### config.mk
export PLATFORM = sky130hd
export DESIGN_NAME = fir_out_collector
export DESIGN_NICKNAME = d
export VERILOG_FILES = /design/src/rtl/fir_pkg.sv /design/src/rtl/collector_fifo.sv /design/src/rtl/fir_out_collector.sv
export SDC_FILE = /design/constraint.sdc
export NUM_CORES = 1
export LEC_CHECK = 0
export BUFFER_PORTS_ARGS = -buffer_cell sky130_fd_sc_hd__buf_2
export CAP_MARGIN = 20
export CORE_MARGIN = 1.5
export CORE_UTILIZATION = 49
export DETAILED_ROUTE_END_ITERATION = 12
export PLACE_DENSITY_LB_ADDON = 0.08
export SLEW_MARGIN = 15
export SYNTH_ARGS = -nofsm -noshare
export SYNTH_HDL_FRONTEND = slang
export SYNTH_SLANG_ARGS = --single-unit
### constraint.sdc
create_clock -name clk -period 1.7 [get_ports clk]
set_input_delay 0.17 -clock clk [delete_from_list [all_inputs] [get_ports clk]]
set_output_delay 0.17 -clock clk [all_outputs]
set_load 0.02 [all_outputs]
### src/rtl/fir_pkg.sv
// Shared constants and the result-narrowing helper for the FIR output collector.
// Define FIR_COLLECT_SAT_EN to saturate narrowed results instead of wrapping them.
package fir_pkg;

    localparam int SIZE_DEFAULT = 8;

    // Widest shifted value the narrowing helper accepts (covers SIZE up to 32).
    localparam int NARROW_MAX_W = 64;

    function automatic int fifo_count_w(input int depth);
        return $clog2(depth) + 1;
    endfunction

    function automatic logic [NARROW_MAX_W-1:0] narrow(
        input logic [NARROW_MAX_W-1:0] value,
        input int                      size
    );
        logic [NARROW_MAX_W-1:0] mask;
        mask = {NARROW_MAX_W{1'b1}} >> (NARROW_MAX_W - size);
`ifdef FIR_COLLECT_SAT_EN
        if ((value & ~mask) != '0) begin
            return mask;
        end
        return value;
`else
        return value & mask;
`endif
    endfunction

endpackage

### src/rtl/collector_fifo.sv
// Result FIFO for the FIR collector: DEPTH entries, no bypass,
// and a full-accepting write when a pop happens on the same edge.
module collector_fifo
    import fir_pkg::*;
#(
    parameter int W     = SIZE_DEFAULT,
    parameter int DEPTH = 4
) (
    input  logic                           clk,
    input  logic                           reset,
    input  logic                           push,
    input  logic [W-1:0]                   push_data,
    input  logic                           pop_ready,
    output logic [W-1:0]                   head_data,
    output logic                           head_valid,
    output logic [fifo_count_w(DEPTH)-1:0] count,
    output logic                           overflow
);

    localparam int AW = $clog2(DEPTH);
    localparam int CW = fifo_count_w(DEPTH);

    logic [W-1:0]  mem [DEPTH];
    logic [AW-1:0] rd_ptr_reg;
    logic [AW-1:0] wr_ptr_reg;
    logic [CW-1:0] count_reg;
    logic [CW-1:0] count_next;
    logic          overflow_reg;

    logic full;
    logic empty;
    logic pop;
    logic wr_en;
    logic drop;

    assign full  = (count_reg == CW'(DEPTH));
    assign empty = (count_reg == '0);
    assign pop   = pop_ready & ~empty;
    assign wr_en = push & (~full | pop);
    assign drop  = push & full & ~pop;

    always_comb begin
        count_next = count_reg;
        case ({wr_en, pop})
            2'b10:   count_next = count_reg + CW'(1);
            2'b01:   count_next = count_reg - CW'(1);
            default: count_next = count_reg;
        endcase
    end

    // Storage carries no reset so it can map onto RAM primitives.
    always_ff @(posedge clk) begin
        if (wr_en) begin
            mem[wr_ptr_reg] <= push_data;
        end
    end

    always_ff @(posedge clk or posedge reset) begin
        if (reset) begin
            rd_ptr_reg   <= '0;
            wr_ptr_reg   <= '0;
            count_reg    <= '0;
            overflow_reg <= 1'b0;
        end else begin
            if (wr_en) begin
                wr_ptr_reg <= wr_ptr_reg + AW'(1);
            end
            if (pop) begin
                rd_ptr_reg <= rd_ptr_reg + AW'(1);
            end
            count_reg <= count_next;
            if (drop) begin
                overflow_reg <= 1'b1;
            end
        end
    end

    // Head is forced to zero when empty so reset leaves out_data at 0.
    assign head_data  = empty ? '0 : mem[rd_ptr_reg];
    assign head_valid = ~empty;
    assign count      = count_reg;
    assign overflow   = overflow_reg;

endmodule

### src/rtl/fir_out_collector.sv
// Aligns the PE-chain output with a TAPS-deep valid delay line, narrows it and queues it.
// Optional feature: FIR_COLLECT_SAT_EN selects saturating instead of wrapping narrowing.
module fir_out_collector
    import fir_pkg::*;
#(
    parameter int SIZE  = SIZE_DEFAULT,
    parameter int TAPS  = 4,
    parameter int SHIFT = 0,
    parameter int DEPTH = 4
) (
    input  logic                           clk,
    input  logic                           reset,
    input  logic                           in_valid,
    input  logic [2*SIZE-1:0]              pe_y,
    output logic [SIZE-1:0]                out_data,
    output logic                           out_valid,
    input  logic                           out_ready,
    output logic [fifo_count_w(DEPTH)-1:0] fifo_count,
    output logic                           overflow
);

    logic [TAPS-1:0] valid_reg;
    logic [SIZE-1:0] result;

    // Stage TAPS-1 high means pe_y holds a real result at the coming edge.
    always_ff @(posedge clk or posedge reset) begin
        if (reset) begin
            valid_reg <= '0;
        end else begin
            valid_reg[0] <= in_valid;
            for (int i = 1; i < TAPS; i++) begin
                valid_reg[i] <= valid_reg[i-1];
            end
        end
    end

    assign result = SIZE'(narrow(NARROW_MAX_W'(pe_y >> SHIFT), SIZE));

    collector_fifo #(
        .W     (SIZE),
        .DEPTH (DEPTH)
    ) u_fifo (
        .clk        (clk),
        .reset      (reset),
        .push       (valid_reg[TAPS-1]),
        .push_data  (result),
        .pop_ready  (out_ready),
        .head_data  (out_data),
        .head_valid (out_valid),
        .count      (fifo_count),
        .overflow   (overflow)
    );

endmodule

## Word-level counts from Yosys, hierarchy flattened

Memory sizes are Yosys's and may differ from the RTL's.
Cells that the tools add are included.

| operators by class | value |
|---|---|
| add/subtract/negate cells | 4 |
| equal/unequal tests | 3 |
| multiplexer cells | 4 |
| bitwise logic cells | 8 |
| reductions and logical operators | 2 |

Operators with widths:

| operator | number |
|---|---|
| $mux W8 | 1 |
| $pmux W3 S2 | 1 |
| $add A2 B1 Y2 const B | 2 |
| $and A1 B1 Y1 | 4 |
| $add A3 B1 Y3 const B | 1 |
| $eq A3 B3 Y1 const B | 1 |
| $logic_not A3 Y1 | 1 |
| $not A1 Y1 | 3 |
| $sub A3 B1 Y3 const B | 1 |
| $eq A2 B1 Y1 const B | 1 |
| $eq A2 B2 Y1 const B | 1 |
| $mux W1 | 2 |
| $reduce_bool A2 Y1 | 1 |
| $or A1 B1 Y1 | 1 |

| storage, ports and cells | value |
|---|---|
| register bits | 12 |
| memory bits (writable) | 32 |
| input bits | 20 |
| output and inout port bits | 13 |
| logic and storage cells | 27 |
| memories kept | 1 |

Memories:

| memory | words | bits a word | rd ports | clocked after memory_dff | write ports | RTL line | RTL |
|---|---|---|---|---|---|---|---|
| u_fifo.mem | 4 | 8 | 1 | 0 | 1 | collector_fifo.sv:23 | `logic [W-1:0] mem [DEPTH];` |

## Longest topological paths before layout

Gate-level depths: netlist of the first run.

| logic depth | value |
|---|---|
| word-level depth | 7 |
| mapped depth | 9 |
| depth with buffers taken out | 9 |

## Modules after synthesis

Synthesis of the first run repeated with hierarchy kept, for this count alone.

| unflattened totals | value |
|---|---|
| cells, all modules | 111 |
| area total of the unflattened synthesis | 1898.1 µm² |

By module, submodules not included:

| module | instances | cells an instance | area each (µm²) | seq. area each (µm²) |
|---|---|---|---|---|
| collector_fifo | 1 | 106 | 1794.2 | 1161.1 |
| fir_out_collector | 1 | 5 | 103.8 | 100.1 |

## Least setup slack after synthesis of the first run

No wires, ideal clock.

| timing | value |
|---|---|
| path kind | reg-to-reg |
| start point | register u_fifo.count_reg[0], in the netlist u_fifo.count[0] |
| end point | register u_fifo.count_reg[2], in the netlist u_fifo.count[2] |
| library setup time | 0.080 ns |
| data arrival time | 1.952 ns |
| required time | 1.620 ns |
| path slack | -0.332 ns |
| stages on the path, launching flop included | 10 |
| buffers on the path | 0 |
| period minus slack after synthesis | 2.032 ns |
| path through | dfrtp_1 > nor4b_4 > nor2b_2 > inv_1 > ha_1 > inv_1 > fa_1 > xor2_1 > nor2_1 > xor2_1 |

| between the ends | value |
|---|---|
| longest elaborated chain between the ends | 7 |
| elaborated cells between the ends (all ways) | 13 |
| classes of those cells | add/sub (2); eq/ne (3); mux (1); bitwise (5); reduce/logical (2) |

RTL lines:

| element | RTL line | RTL |
|---|---|---|
| start, declared | collector_fifo.sv:26 | `logic [CW-1:0] count_reg;` |
| start signal, assigned | collector_fifo.sv:71 | `count_reg <= count_next;` |
| $logic_not A3 Y1 | collector_fifo.sv:37 | `assign empty = (count_reg == '0);` |
| $not A1 Y1 | collector_fifo.sv:38 | `assign pop = pop_ready & ~empty;` |
| $and A1 B1 Y1 | collector_fifo.sv:38 |  |
| $or A1 B1 Y1 | collector_fifo.sv:39 | `assign wr_en = push & (~full \| pop);` |
| $and A1 B1 Y1 | collector_fifo.sv:39 |  |
| $eq A2 B1 Y1 or $eq A2 B2 Y1 (tied branches) | collector_fifo.sv:44 | `case ({wr_en, pop})` |
| $pmux W3 S2 or $reduce_bool A2 Y1 (tied branches) | - |  |

Several ways; a longest one is shown, not always the timed one.
A chain may end at the register's enable or synchronous reset.

## Worst setup path after layout of the first run

Ends and elaborated chain as after synthesis.

==> results.toml, run 1 <==
[sta]
slew_headroom = 0.698
clock.fmax_ghz = 0.536
final.setup.tns_ps = -643
finalCriticalPeriod_ps = 1870
unrepaired_setup_endpoints_after_global_routing = "yes"
setup_ws_ps = -166
count_of_endpoints_failing_setup_in_the_final_report = 10
max_slew_vio_count = 0
period_share = 1.10
timing.final.hold_violations = 0
fin_worst_skew_ps = 5.73
timing.hold.ws_ps = 91.2
worst-slew-pin-transition_ps = 453

[cts]
cts_made_buffers = 5
cts_sinks = 44
clkLatencyLatePin_ps = 290
tritoncts = "yes"
cts.reportedPaths.clkPinSlew_ps = 80
clock_path_buffers = 2
cts_htree_levels = 2
cts-root-buf = "clkbuf_8"

[power_and_ir_drop]
leakage_nw = 0.927
p_per_area_nw_per_um2 = 1880
vdd.ir_drop.worst_mv = 0.851
power_mw = 4.40

[floorplanning]
die_y_um = 63.7
num_rows = 21
die_area_um2 = 4050
effective_utilization_at_floorplan = 0.524
io-pin-count = 33
floorplan.core_area_um2 = 3440
die-width_um = 63.7

[route]
detail_route.first_pass.iterations = 4
routed_wl_um = 2740
post-route-drc-count = 0
route.detailed.wl_per_inst_um = 14.6
routed_via_density = 4.83
antenna_left = 0
first_iter_violations = 24
via_count_of_the_routed_design = 904

[worst_setup_path]
crit_fanout = 3
critical_path_class = "register to register"
worst_setup_path_end_kind = "register"
cp_data_arrival_time_ps = 2070
timing.rr.start = "u_fifo.count[0]"
path_cells = "nor4b_4 > nor2b_2 > inv_2 > ha_4 > inv_2 > fa_2 > xor2_1 > nor2_1 > xor2_1"
cp_num_buf_inv = 2
worst-endpoint-required_ps = 1910
cp_top_family = "simple AND/OR/NAND/NOR gates"
worst_setup_path_start_kind = "register"
cp-startpoint = "u_fifo.count[0]"
cp_slowest_cell = "dfrtp_2"
cp_slowest_stage_delay_ps = 440

[synth]
synth.top_cell.area_share = 0.533
synth_flop_cell = "edfxtp_1"
async_reset_ff_frac = 0.273
yosys_register_bits = 44
yosysSeqAreaShare = 0.700
post_synth.cell_area_avg_um2 = 18.8
synth_top_cell_by_area = "edfxtp_1"
mappedNetlistArea_um2 = 1800
synthCells = 96
edff_count_synth = 32
netlist_top_cells_area = "edfxtp_1, dfrtp_1, mux4_2, and2_1, ha_1"
synth.yosys.warnings = 0
synth.distinct_cells = 21
synth_fp_nets = 122

[placed_design]
detailedPlacementHpwl_um = 1880
port_buffers = 24
gp_congestion = 0.734
numPlacedInstances = 176

[cells_and_area]
num_antenna_cells = 0
final_nets = 166
n_fill_cell = 245
final_cells = 187
layout-drive-gt1-share = 0.532
largest_register_ffs = 32
relative_area_change_from_synthesis_to_final_layout_pct = 29.8

[global_route]
grt_first_pass_wirelength_um = 4660
via_count_of_the_first_global_routing_pass = 982
grt_antenna_before_repair = 0
grt_start_max_net_pins = 15
globalRouteOverflowTotal = 0
gr-usage-all-layers = 0.161

[run_status]
failed_checks = "negative setup slack"
run_status = "finished, violations left"

[flow_run]
drv_cap = 0

[min_path]
worstHoldStart = "pe_y[1]"
hold_path_class = "input pin to register"
==> final cells by class <==
type | count | area, um^2 | area share
Tap cell | 46 | 57.6 | 0.0246
Clock buffer | 5 | 68.8 | 0.0294
Clock inverter | 3 | 42.5 | 0.0182
Timing Repair Buffer | 40 | 357 | 0.152
Multi-Input combinational cell | 42 | 526 | 0.224
Sequential cell | 44 | 1260 | 0.540
Inverter | 7 | 26.3 | 0.0112
==> through the flow <==
stage / util / worst slack [ps] / cell area [um^2]
2_1_floorplan: - / -217 / 1820
3_3_place_gp: 0.615 / -151 / 2120
3_5_place_dp: 0.615 / -207 / 2120
4_1_cts: 0.682 / -206 / 2350
5_1_grt: 0.680 / -281 / 2340
6_report: 0.680 / -166 / 2340
==> cell families (layout without fill, tap and decap cells) <==
kind of cell	Yosys count	count (layout)	synth area share
compound gates	2	2	0.00694
xor+xnor	6	6	0.0292
fa+ha+maj	6	6	0.0458
buf+inv	10	55	0.0298
flops	44	44	0.700
mux	9	9	0.108
simple gates	19	19	0.0805
==> final timing paths <==
check                      slack [ps]                    to  cells past startpoint
max reg2reg                      -170       u_fifo.count[2]                      9
min                                90      u_fifo.mem[0][1]                      1
max                              -170       u_fifo.count[2]                      9
min in group asynchronous         420  u_fifo.wr_ptr_reg[0]                      3
min reg2reg                       350          valid_reg[1]                      0
max in group asynchronous         940       u_fifo.count[2]                      3
==> Yosys cell counts, types with 2 or more instances <==
library cell / number
ha_1: 5
edfxtp_1: 32
mux4_2: 8
and2_1: 12
dfrtp_1: 12
inv_1: 7
xnor2_1: 3
xor2_1: 3
buf_6: 2
==> what timing repair did <==
item | 4_1_cts | 5_1_grt
pin swaps | 12 | 2
hold buffers | 2 | 0
buffers inserted | 2 | 1
endpoints found under the hold margin | 13 | 0
gates resized for setup | 28 | 1
endpoints found under the setup margin | 10 | 42
==> routing by layer <==
metal	vias up	share of wire	global-route usage
met1	446	0.44	0.205
met2	17	0.50	0.261
li1	435	-	-
met4	0	0.020	0.0734
met5	-	0	0
met3	6	0.037	0.0411
==> cells in the final DEF (no fill, tap or decap), drive strengths merged, types with 2 or more instances in the layout <==
cell type / count
clkbuf: 5
and2: 13
inv: 7
xnor2: 3
dfrtp: 12
buf: 38
dlygate4sd3: 2
xor2: 3
ha: 5
edfxtp: 32
mux4: 8
==> worst reg2reg max path, stage by stage, from the launching register on <==
cell     delay, ps
dfrtp_2        440
nor4b_4        300
nor2b_2         80
inv_2           70
ha_4           120
inv_2           30
fa_2           330
xor2_1         140
nor2_1         110
xor2_1         160
==> power breakdown <==
part / leakage, nW / switching [mW] / internal [mW] / total [mW]
sequential: 0.430 / 0.163 / 1.43 / 1.59
combinational: 0.443 / 0.869 / 1.16 / 2.03
clock: 0.0541 / 0.335 / 0.434 / 0.769
total: 0.927 / 1.37 / 3.03 / 4.40
Note: power is estimated with default switching activity, not from simulation.
==> run 2: changes to the inputs <==
--- a/config.mk
+++ b/config.mk
@@ -5,10 +5,11 @@
 export SDC_FILE = /design/constraint.sdc
 export NUM_CORES = 1
 export LEC_CHECK = 0
+export ABC_CLOCK_PERIOD_IN_PS = 2200
 export BUFFER_PORTS_ARGS = -buffer_cell sky130_fd_sc_hd__buf_2
 export CAP_MARGIN = 20
 export CORE_MARGIN = 1.5
-export CORE_UTILIZATION = 49
+export CORE_UTILIZATION = 58
 export DETAILED_ROUTE_END_ITERATION = 12
 export PLACE_DENSITY_LB_ADDON = 0.08
 export SLEW_MARGIN = 15
==> constraint.sdc (replaced) <==
create_clock -name clk -period 2.2 [get_ports clk]
set_input_delay 0.22 -clock clk [delete_from_list [all_inputs] [get_ports clk]]
set_output_delay 0.22 -clock clk [all_outputs]
set_load 0.02 [all_outputs]
==> run 2 against run 1 <==
- final cell count down 12%
- the flow now finishes without violations
- global-route usage increased by 1.9 points
- routed wire length shrank 4.8%
- design area shrank 13%
- clock-buffer cell count grew 2
- critical path depth stayed put
- utilization down 0.18 points
- flip-flop and latch count unchanged
==> results.toml, run 2 (same netlist as run 1, synthesis figures left out) <==
[sta]
timing.hold.ws_ps = 86.1
period_share = 0.930
slew_headroom = 0.700
count_of_endpoints_failing_setup_in_the_final_report = 0
finalCriticalPeriod_ps = 2040
final.setup.tns_ps = 0
unrepaired_setup_endpoints_after_global_routing = "no"
timing.final.hold_violations = 0
max_slew_vio_count = 0
worst-slew-pin-transition_ps = 449
fin_worst_skew_ps = 9.17
clock.fmax_ghz = 0.489

[route]
routed_via_density = 5.37
routed_wl_um = 2610
detail_route.first_pass.iterations = 4
post-route-drc-count = 0
antenna_left = 0
via_count_of_the_routed_design = 880
first_iter_violations = 24
route.detailed.wl_per_inst_um = 15.9

[floorplanning]
floorplan.core_area_um2 = 3000
effective_utilization_at_floorplan = 0.600
io-pin-count = 33
die_y_um = 58.8
num_rows = 20
die_area_um2 = 3450
die-width_um = 58.8

[placed_design]
port_buffers = 24
gp_congestion = 0.646
detailedPlacementHpwl_um = 1810

[cells_and_area]
layout-drive-gt1-share = 0.366
num_antenna_cells = 0
largest_register_ffs = 32
layout_commonest_cell = "edfxtp_1"
relative_area_change_from_synthesis_to_final_layout_pct = 13.0
final_nets = 156
layout.cells.most_common_list = "edfxtp_1, buf_2, and2_1"

[power_and_ir_drop]
vdd.ir_drop.worst_mv = 0.703
power_mw = 2.68
p_per_area_nw_per_um2 = 1320
leakage_nw = 0.801

[worst_setup_path]
timing.rr.start = "u_fifo.count[0]"
cp-startpoint = "u_fifo.count[0]"
cp_slowest_stage_delay_ps = 460
critical_path_class = "register to register"
cp_slowest_cell = "dfrtp_2"
worst_setup_path_start_kind = "register"
cp_data_arrival_time_ps = 2310
worst_setup_path_end_kind = "register"
worst-endpoint-required_ps = 2470
path_cells = "nor4b_4 > nor2b_2 > inv_1 > ha_1 > inv_1 > fa_1 > xor2_1 > nor2_1 > xor2_1"
crit_fanout = 5

[cts]
cts_made_buffers = 5
cts_htree_levels = 2
post_cts_setup_repair_buffer_count = 0
tritoncts = "yes"
cts-root-buf = "clkbuf_4"
cts_sinks = 44
cts.reportedPaths.clkPinSlew_ps = 120
clock_path_buffers = 2
clkLatencyLatePin_ps = 340

[global_route]
grt_start_max_net_pins = 13
via_count_of_the_first_global_routing_pass = 899
grt_antenna_before_repair = 0
globalRouteOverflowTotal = 0
gr-usage-all-layers = 0.180
grt_first_pass_wirelength_um = 4250

[flow_run]
drv_cap = 0

[min_path]
hold_path_class = "input pin to register"
worstHoldStart = "pe_y[4]"

[run_status]
run_status = "finished clean"
run 2: timing repair:
| action | CTS | global route |
|---|---|---|
| hold endpoints to repair | 13 | 0 |
| hold buffers | 2 | 0 |
| setup endpoints to repair | 0 | 1 |
| resized for setup | 0 | 1 |
run 2: layout make-up:
cell class | instances | area, um^2
flip-flops and latches | 44 | 1260
fillers | 213 | 966
multi-input cells | 42 | 488
repair buffers | 30 | 170
clock buffers | 7 | 45.0
well taps | 33 | 41.3
inverters | 7 | 26.3
clock inverters | 1 | 3.75
run 2: per-stage QoR:
stage / std cells / worst slack (ps) / utilization / cell area [um^2]
finish: 164 / 155 / 0.678 / 2040
global route: 164 / 7.88 / 0.678 / 2040
CTS: 164 / 81.9 / 0.678 / 2040
detailed placement: 154 / 112 / 0.655 / 1970
global placement: 154 / 193 / 0.655 / 1970
floorplan: 96 / 168 / - / 1800
run 2: worst paths after layout:
kind | cells after the start | slack (ps) | to
setup / recovery | 9 | 160 | u_fifo.count[2]
hold / removal | 1 | 90 | u_fifo.mem[1][4]
setup reg to reg | 9 | 160 | u_fifo.count[2]
hold reg to reg | 0 | 360 | valid_reg[1]
max in group asynchronous | 3 | 1450 | u_fifo.count[0]
min in group asynchronous | 3 | 420 | valid_reg[1]
run 2: routing by layer:
layer	global-route usage	up-vias	share of wire
li1	-	416	-
met1	0.247	435	0.45
met2	0.267	21	0.49
met3	0.0462	8	0.037
met4	0.0974	0	0.023
met5	0	-	0
run 2: power breakdown:
group / internal (mW) / switching (mW) / total (mW) / leakage (nW)
Sequential: 1.10 / 0.129 / 1.23 / 0.431
Combinational: 0.517 / 0.578 / 1.10 / 0.343
Clock: 0.123 / 0.229 / 0.352 / 0.0269
Total: 1.74 / 0.936 / 2.68 / 0.801
run 2: critical path, delay by kind of cell (launching register included):
kind,cells,cell delay (ps)
fa+ha+maj,2,540
buf+inv,2,120
simple gates,3,530
xor+xnor,2,320
flops,1,460
==> run 3: changes to the inputs <==
--- a/config.mk
+++ b/config.mk
@@ -8,8 +8,11 @@
 export ABC_CLOCK_PERIOD_IN_PS = 2200
 export BUFFER_PORTS_ARGS = -buffer_cell sky130_fd_sc_hd__buf_2
 export CAP_MARGIN = 20
+export CELL_PAD_IN_SITES_DETAIL_PLACEMENT = 1
+export CELL_PAD_IN_SITES_GLOBAL_PLACEMENT = 1
+export CORE_ASPECT_RATIO = 1.1
 export CORE_MARGIN = 1.5
-export CORE_UTILIZATION = 58
+export CORE_UTILIZATION = 49
 export DETAILED_ROUTE_END_ITERATION = 12
 export PLACE_DENSITY_LB_ADDON = 0.08
 export SLEW_MARGIN = 15
==> run 3 against run 2 <==
- die area grew 17%
- highest routed layer unchanged
- sequential power barely moved
- critical path depth shrank 5
- sequential share of layout area shrank 1.2 points
- critical path type is now register to output pin
==> results.toml, run 3 (same netlist as run 1, synthesis figures left out) <==
[cts]
cts_htree_levels = 2
clkLatencyLatePin_ps = 350
tritoncts = "yes"
cts_sinks = 44
post_cts_setup_repair_buffer_count = 0
cts-root-buf = "clkbuf_4"
clock_path_buffers = 2
cts.reportedPaths.clkPinSlew_ps = 120
cts_made_buffers = 5

[worst_setup_path]
worst_setup_path_end_kind = "output pin"
cp_data_arrival_time_ps = 1840
timing.rr.start = "u_fifo.count[0]"
worst_setup_path_start_kind = "register"
critical_path.reg2reg.endpoint = "u_fifo.count[2]"
crit_fanout = 8
critical_path_class = "register to output pin"
cp-startpoint = "u_fifo.rd_ptr_reg[0]"
worstSetupEndpoint = "out_data[6]"
r2r_setup_slk_ps = 200
worst-endpoint-required_ps = 1980
ff2ff_path_depth = 9

[cells_and_area]
layout-drive-gt1-share = 0.377
num_antenna_cells = 0
layout_commonest_cell = "edfxtp_1"
layout.cells.most_common_list = "edfxtp_1, buf_2, and2_1"
relative_area_change_from_synthesis_to_final_layout_pct = 15.1
postLayoutCellArea_um2 = 2080
final_nets = 155
largest_register_ffs = 32

[route]
via_count_of_the_routed_design = 894
routed_via_density = 5.02
antenna_left = 0
first_iter_violations = 20
route.detailed.wl_per_inst_um = 16.0
post-route-drc-count = 0
detail_route.first_pass.iterations = 2
routed_wl_um = 2840

[floorplanning]
floorplan.core_area_um2 = 3410
io-pin-count = 33
die_area_um2 = 4050
effective_utilization_at_floorplan = 0.528
die-width_um = 60.8
die_y_um = 66.6
num_rows = 22

[run_status]
run_status = "finished clean"

[sta]
final.setup.tns_ps = 0
timing.final.hold_violations = 0
slew_headroom = 0.689
worst-slew-pin-transition_ps = 466
max_slew_vio_count = 0
timing.hold.ws_ps = 73.1
clock.fmax_ghz = 0.486
fin_worst_skew_ps = 13.0
count_of_endpoints_failing_setup_in_the_final_report = 0
finalCriticalPeriod_ps = 2060
period_share = 0.935
setup_ws_ps = 143
unrepaired_setup_endpoints_after_global_routing = "no"

[global_route]
grt_first_pass_wirelength_um = 4650
via_count_of_the_first_global_routing_pass = 952
globalRouteOverflowTotal = 0
grt_start_max_net_pins = 14
grt_antenna_before_repair = 0
gr-usage-all-layers = 0.174

[placed_design]
port_buffers = 24
detailedPlacementHpwl_um = 1990
placement.setup.worst_slack_ps = 131
gp_congestion = 0.669
postPlaceCellArea_um2 = 1980

[min_path]
holdPathStages = 1
hold_path_class = "input pin to register"

[power_and_ir_drop]
sequentialPowerShare = 0.443
leakage_nw = 0.812
power.net_switching_uw = 959
p_per_area_nw_per_um2 = 1350
sw_frac_of_total = 0.342
clockPowerShare = 0.173
combPwrFrac = 0.384
vdd.ir_drop.worst_mv = 0.780
power.internal_mw = 1.85

[flow_run]
drv_cap = 0
==> run 3: cell types whose count changed in the layout (fill, tap and decap cells not counted) <==
cell and delta:
clkinv_1 -1, bufinv_16 +1, clkinv_2 +1, clkbuf_1 -1
buf_4 -1
==> run 3: power by group through the flow <==
stage | Sequential [mW] | Combinational [mW] | Clock (mW)
floorplan | 1.24 | 0.811 | 0
global placement | 1.25 | 1.07 | 0
CTS | 1.25 | 1.11 | 0.507
finish | 1.24 | 1.08 | 0.486
global route | 1.27 | 1.20 | 0.537
detailed placement | 1.27 | 1.10 | 0
==> run 3: cell type report <==
| cell class | count | area, um^2 |
|---|---|---|
| Timing Repair Buffer | 29 | 163 |
| Multi-Input combinational cell | 42 | 488 |
| Clock buffer | 6 | 41.3 |
| Sequential cell | 44 | 1260 |
| Clock inverter | 2 | 35.0 |
| Tap cell | 48 | 60.1 |
| Fill cell | 338 | 1340 |
| Inverter | 7 | 26.3 |
==> run 3: worst max-delay path, cell delays in order, from the launching register on <==
cell     delay (ps)
dfrtp_1         420
buf_4           240
mux4_2          510
and2_1          170
buf_2           150
==> run 3: worst min path at each step <==
| stage | start | end |
|---|---|---|
| after global routing | pe_y[1] | u_fifo.mem[1][1] |
| after CTS | pe_y[2] | u_fifo.mem[0][2] |
| after detailed placement | reset | u_fifo.overflow |
| after global placement | reset | valid_reg[0] |
| after floorplan | reset | u_fifo.count[0] |
| final | pe_y[3] | u_fifo.mem[3][3] |
==> run 3: through the flow <==
step	util	std cells	total power, mW
2_1_floorplan	-	96	2.05
3_3_place_gp	0.580	168	2.32
3_5_place_dp	0.580	168	2.37
4_1_cts	0.608	178	2.86
5_1_grt	0.608	178	3.00
6_report	0.608	178	2.81
==> run 3: per-layer routing <==
| layer | track usage | wire length [um] | vias up |
|---|---|---|---|
| met1 | 0.188 | 1130 | 450 |
| met2 | 0.297 | 1520 | 22 |
| met4 | 0.0815 | 63 | 0 |
| li1 | - | - | 416 |
| met3 | 0.0602 | 133 | 6 |
| met5 | 0 | 0 | - |
==> run 3: what timing repair did <==
item / CTS / global route
endpoints found under the setup margin: 0 / 1
gates resized for setup: 0 / 1
hold endpoints to repair: 13 / 0
hold buffers: 2 / 0
